<file path="config.mk">
export PLATFORM = sky130hd
export DESIGN_NAME = shift_seq_ctrl
export DESIGN_NICKNAME = d
export VERILOG_FILES = /design/src/rtl/shift_ctrl_pkg.sv /design/src/rtl/shift_funct_decode.sv /design/src/rtl/shift_seq_ctrl.sv
export SDC_FILE = /design/constraint.sdc
export NUM_CORES = 1
export LEC_CHECK = 0
export ABC_AREA = 1
export BUFFER_PORTS_ARGS = -buffer_cell sky130_fd_sc_hd__buf_2
export CAP_MARGIN = 20
export CELL_PAD_IN_SITES_DETAIL_PLACEMENT = 0
export CELL_PAD_IN_SITES_GLOBAL_PLACEMENT = 1
export CORE_AREA = 4 4 48 50
export DETAILED_ROUTE_END_ITERATION = 8
export DIE_AREA = 0 0 52 54
export GPL_TIMING_DRIVEN = 1
export PLACE_DENSITY_LB_ADDON = 0.1
export SYNTH_ARGS = -nofsm -noshare
export SYNTH_HDL_FRONTEND = slang
export SYNTH_SLANG_ARGS = --single-unit
</file>
<file path="constraint.sdc">
create_clock -name clk -period 2.02 [get_ports clk]
set_clock_uncertainty 0.1 [all_clocks]
set_input_delay 0.202 -clock clk [delete_from_list [all_inputs] [get_ports clk]]
set_output_delay 0.202 -clock clk [all_outputs]
set_load 0.05 [all_outputs]
</file>
<file path="src/rtl/shift_ctrl_pkg.sv">
// Shared types and constants for the shift sequencer: FSM states,
// shift-register control codes, mux select codes and supported funct values.
package shift_ctrl_pkg;

    typedef enum logic [2:0] {
        ST_IDLE  = 3'd0,
        ST_LOAD  = 3'd1,
        ST_SHIFT = 3'd2,
        ST_WB    = 3'd3,
        ST_ERR   = 3'd4
    } state_e;

    // Shift register control codes
    localparam logic [2:0] SH_HOLD = 3'b000;
    localparam logic [2:0] SH_LOAD = 3'b001;
    localparam logic [2:0] SH_SLL  = 3'b010;
    localparam logic [2:0] SH_SRL  = 3'b011;
    localparam logic [2:0] SH_SRA  = 3'b100;

    // Shift source mux selects
    localparam logic [1:0] SRC_B   = 2'b00;
    localparam logic [1:0] SRC_A   = 2'b01;
    localparam logic [1:0] SRC_IMM = 2'b10;

    // Shift amount mux selects
    localparam logic [1:0] AMT_SHAMT = 2'b00;
    localparam logic [1:0] AMT_RS    = 2'b01;
    localparam logic [1:0] AMT_LUI   = 2'b10;

    // Supported R-type shift funct codes
    localparam logic [5:0] F_SLL  = 6'h00;
    localparam logic [5:0] F_SRL  = 6'h02;
    localparam logic [5:0] F_SRA  = 6'h03;
    localparam logic [5:0] F_SLLV = 6'h04;
    localparam logic [5:0] F_SRLV = 6'h06;
    localparam logic [5:0] F_SRAV = 6'h07;

endpackage

</file>
<file path="src/rtl/shift_funct_decode.sv">
// Combinational decode of a shift request (funct + is_lui) into the
// source select, amount select, shift operation and a legality flag.
module shift_funct_decode
    import shift_ctrl_pkg::*;
(
    input  logic [5:0] funct,
    input  logic       is_lui,
    output logic [1:0] src_sel,
    output logic [1:0] amt_sel,
    output logic [2:0] op,
    output logic       legal
);

    // LUI overrides funct; anything else outside the shift set is illegal
    always_comb begin
        src_sel = SRC_B;
        amt_sel = AMT_SHAMT;
        op      = SH_HOLD;
        legal   = 1'b1;
        if (is_lui) begin
            src_sel = SRC_IMM;
            amt_sel = AMT_LUI;
            op      = SH_SLL;
        end else begin
            case (funct)
                F_SLL:   op = SH_SLL;
                F_SRL:   op = SH_SRL;
                F_SRA:   op = SH_SRA;
                F_SLLV: begin op = SH_SLL; amt_sel = AMT_RS; end
                F_SRLV: begin op = SH_SRL; amt_sel = AMT_RS; end
                F_SRAV: begin op = SH_SRA; amt_sel = AMT_RS; end
                default: legal = 1'b0;
            endcase
        end
    end

endmodule

</file>
<file path="src/rtl/shift_seq_ctrl.sv">
// Multicycle sequencer for the shift datapath: accepts one shift request,
// steps the shift register through LOAD -> SHIFT -> WB and pulses done.
// Optional macro SHIFT_ZERO_SKIP_EN: a zero effective shift amount skips
// the SHIFT state (LOAD goes straight to WB).
module shift_seq_ctrl
    import shift_ctrl_pkg::*;
#(
    parameter int AMT_W   = 5,
    parameter int LUI_AMT = 16
) (
    input  logic             clk,
    input  logic             reset,
    input  logic             start,
    input  logic [5:0]       funct,
    input  logic             is_lui,
    input  logic [AMT_W-1:0] shamt,
    input  logic [AMT_W-1:0] rs_amt,
    output logic [1:0]       shift_src_sel,
    output logic [1:0]       shift_amt_sel,
    output logic [2:0]       shift_op,
    output logic             write_rd,
    output logic             busy,
    output logic             done,
    output logic             illegal
);

`ifdef SHIFT_ZERO_SKIP_EN
    localparam bit ZERO_SKIP = 1'b1;
`else
    localparam bit ZERO_SKIP = 1'b0;
`endif

    state_e           state_q, state_d;
    logic [1:0]       src_q, src_d;
    logic [1:0]       amt_q, amt_d;
    logic [2:0]       op_q, op_d;
    logic             zero_q, zero_d;

    logic [1:0]       dec_src;
    logic [1:0]       dec_amt;
    logic [2:0]       dec_op;
    logic             dec_legal;
    logic [AMT_W-1:0] eff_amt;

    shift_funct_decode u_decode (
        .funct   (funct),
        .is_lui  (is_lui),
        .src_sel (dec_src),
        .amt_sel (dec_amt),
        .op      (dec_op),
        .legal   (dec_legal)
    );

    // Amount the datapath would actually shift by for the incoming request
    always_comb begin
        case (dec_amt)
            AMT_RS:  eff_amt = rs_amt;
            AMT_LUI: eff_amt = AMT_W'(LUI_AMT);
            default: eff_amt = shamt;
        endcase
    end

    // Next-state logic; decoded request is captured only on accept in IDLE
    always_comb begin
        state_d = state_q;
        src_d   = src_q;
        amt_d   = amt_q;
        op_d    = op_q;
        zero_d  = zero_q;
        case (state_q)
            ST_IDLE: begin
                if (start) begin
                    src_d   = dec_src;
                    amt_d   = dec_amt;
                    op_d    = dec_op;
                    zero_d  = (eff_amt == '0) && !is_lui;
                    state_d = dec_legal ? ST_LOAD : ST_ERR;
                end
            end
            ST_LOAD:  state_d = (ZERO_SKIP && zero_q) ? ST_WB : ST_SHIFT;
            ST_SHIFT: state_d = ST_WB;
            ST_WB:    state_d = ST_IDLE;
            ST_ERR:   state_d = ST_IDLE;
            default:  state_d = ST_IDLE;
        endcase
    end

    // State and latched request registers, cleared by synchronous reset
    always_ff @(posedge clk) begin
        if (reset) begin
            state_q <= ST_IDLE;
            src_q   <= SRC_B;
            amt_q   <= AMT_SHAMT;
            op_q    <= SH_HOLD;
            zero_q  <= 1'b0;
        end else begin
            state_q <= state_d;
            src_q   <= src_d;
            amt_q   <= amt_d;
            op_q    <= op_d;
            zero_q  <= zero_d;
        end
    end

    // Moore output decode from state plus latched request
    always_comb begin
        shift_src_sel = SRC_B;
        shift_amt_sel = AMT_SHAMT;
        shift_op      = SH_HOLD;
        write_rd      = 1'b0;
        done          = 1'b0;
        illegal       = 1'b0;
        busy          = (state_q != ST_IDLE);
        case (state_q)
            ST_LOAD: begin
                shift_src_sel = src_q;
                shift_amt_sel = amt_q;
                shift_op      = SH_LOAD;
            end
            ST_SHIFT: begin
                shift_src_sel = src_q;
                shift_amt_sel = amt_q;
                shift_op      = op_q;
            end
            ST_WB: begin
                write_rd = 1'b1;
                done     = 1'b1;
            end
            ST_ERR: begin
                done    = 1'b1;
                illegal = 1'b1;
            end
            default: ;
        endcase
    end

endmodule

</file>
==> run metrics <==
Root Buffer clkbuf_4; CTS resizes 0; Layout Nets about 120; outcome completed; most frequent cells in the layout 19 x buf_2, 16 x nor2_1, 16 x nand2_1; Critical Path RT 1.72 ns; area occupied by multi-input gates 262 sq um; Lkg Pwr ~0.00035 uW; iteration count of the initial detailed-routing pass 4; met2 Use GR 14.9%; Syn Nets 100; Clock transition at path regs 0.05 ns; WL final 1100 um; Ports 31; count of final hold-check violations 0; Area growth, synth to finish 27.0%; GR peak layer met2; n_diodes 0; post-synth top area share 31.8%; Clock Sink Count 8; largest net degree at the start of global routing 8; final critical-path required period 1.73 ns; layout cell share with drive strength beyond 1 around 32%; Syn Std Cell Area 504 sq um; initial antenna violation count 0; insertion delay to the later sink of the worst-skew pair about 0.25 ns; GPL Wtd Cong 0.657; H-tree depth 1; via/cell ratio 3.99; Initial Util a little over a quarter; Cell variety after synth 21; DIE AREA 2810 sq um; gr ovfl total 0; most area-consuming cells after synthesis dfxtp_1 32%, nand2_1 12%, nor2_1 12%, inv_1 11%, nand3_1 4.0%; Max VDD drop 0.357 mV; GRT Util Overall under 10%; CTS tree done; Period Utilization, post-route 85.6%; PwrDens 808 nW/um^2; Slew Limit Fails 0; Synth Warn # 0; CORE AREA around 1900 sq um; FF+latch count, synth 8; vias slightly above 500; Arr. time, crit path 1.43 ns; hpwl dp about 940 um; Hold-fix buffers, CTS 0; storage element area 160 sq um; setup violators final 0; worst hold path type in -> reg; Post-route DRC 0; first-pass GRT wire length 1790 um; met1 Use GR 10.1%; Die H 54 um; Pwr Total 517 uW; Worst setup SP type flip-flop; Seq/Total Area, Yosys a little under a third; crit end category output port; cell taking the most area after synthesis dfxtp_1; wire length per cell around 8.6 um; post-route ant nets 0; PortBufs 19; vias in the first global route 441; row count 16; RSZ-0062 raised after global routing no; fmax 578 MHz; setup_tns 0 ns; Iter 0 DRT Violations 5; commonest non-fill, non-tap cell in the layout buf_2; syn_area_per_cell 6.30 sq um; WS Path Type reg -> out; Longest Clk Path Bufs 2; DIE WIDTH 52 um; Gate Count Post-Synth 80; Fillers ~220; Post-CTS Setup Bufs 0; CTS Buf Count 3; CP Max Fanout 4; max-cap violation count 0; met3 GRT Util 4.16%
## synth_stat cells
| library cell | count |
|---|---|
| a21oi_1 | 3 |
| nor2_2 | 1 |
| nand2_1 | 16 |
| nor2_1 | 16 |
| buf_4 | 2 |
| inv_2 | 2 |
| clkinv_1 | 1 |
| inv_1 | 15 |
| o21a_1 | 1 |
| nand3_4 | 1 |
| nor2_4 | 1 |
| nand3_1 | 4 |
| nand4_2 | 1 |
| o22ai_1 | 1 |
| nand2_2 | 2 |
| dfxtp_1 | 8 |
| nor3_1 | 1 |
| conb_1 | 1 |
| or2_1 | 1 |
| a21oi_2 | 1 |
| o21ai_2 | 1 |
## power by group
group	internal (uW)	switching [uW]
sequential	173	11.8
combinational	59.1	155
clock	67.7	50.8
total	299	218
## worst paths after layout
check	startpoint	endpoint	slack [ns]	depth (start not counted)
min reg2reg	src_q[1]	src_q[1]	0.35	2
max	state_q[2]	shift_amt_sel[1]	0.29	6
max reg2reg	state_q[0]	state_q[0]	0.89	7
min	reset	op_q[2]	0.12	2
## state kept, by name, summed over array words and instances (netlist names)
signal / count
amt_q: 1
src_q: 1
state_q: 3
op_q: 3
## critical path: stages (launching register included)
cell and delay [ns]:
dfxtp_1 0.34, nor2_1 0.14, nand2_1 0.15, nand2_2 0.12, inv_1 0.06, nor2_1 0.10
buf_2 0.27
## logic make-up after synthesis
| family | count (synthesis) | synth area share [%] |
|---|---|---|
| flip-flops | 8 | 31.8 |
| AND/OR/NAND/NOR | 44 | 41.9 |
| other | 1 | 0.744 |
| AO/OA/AOI/OAI | 7 | 9.18 |
| buffers and inverters | 20 | 16.4 |
## through the flow
stage	utilization, %	setup WS (ns)	hold slack [ns]	area [sq um]	std cells
4_1_cts	33.7	0.258	0.116	641	127
6_report	33.7	0.291	0.124	641	127
3_5_place_dp	32.5	0.541	0.344	618	124
3_3_place_gp	32.5	0.541	0.340	618	124
2_1_floorplan	-	0.0115	0.171	504	80
5_1_grt	33.7	0.162	0.128	641	127
## area by class of cell
type                    instances  area share, %
clock buffers                   3           3.52
well taps                      27           5.27
flip-flops and latches          8           25.0
inverters                      18           10.5
multi-input cells              52           40.8
repair buffers                 19           14.8
## metal layers
layer / up-vias / share of wire, % / routed length, um
met4: 0 / 0.82 / 9
met3: 2 / 6.6 / 72
met5: - / 0 / 0
met2: 12 / 48 / 529
met1: 214 / 44 / 485
li1: 279 / - / -
(Power assumes the default switching activity.)
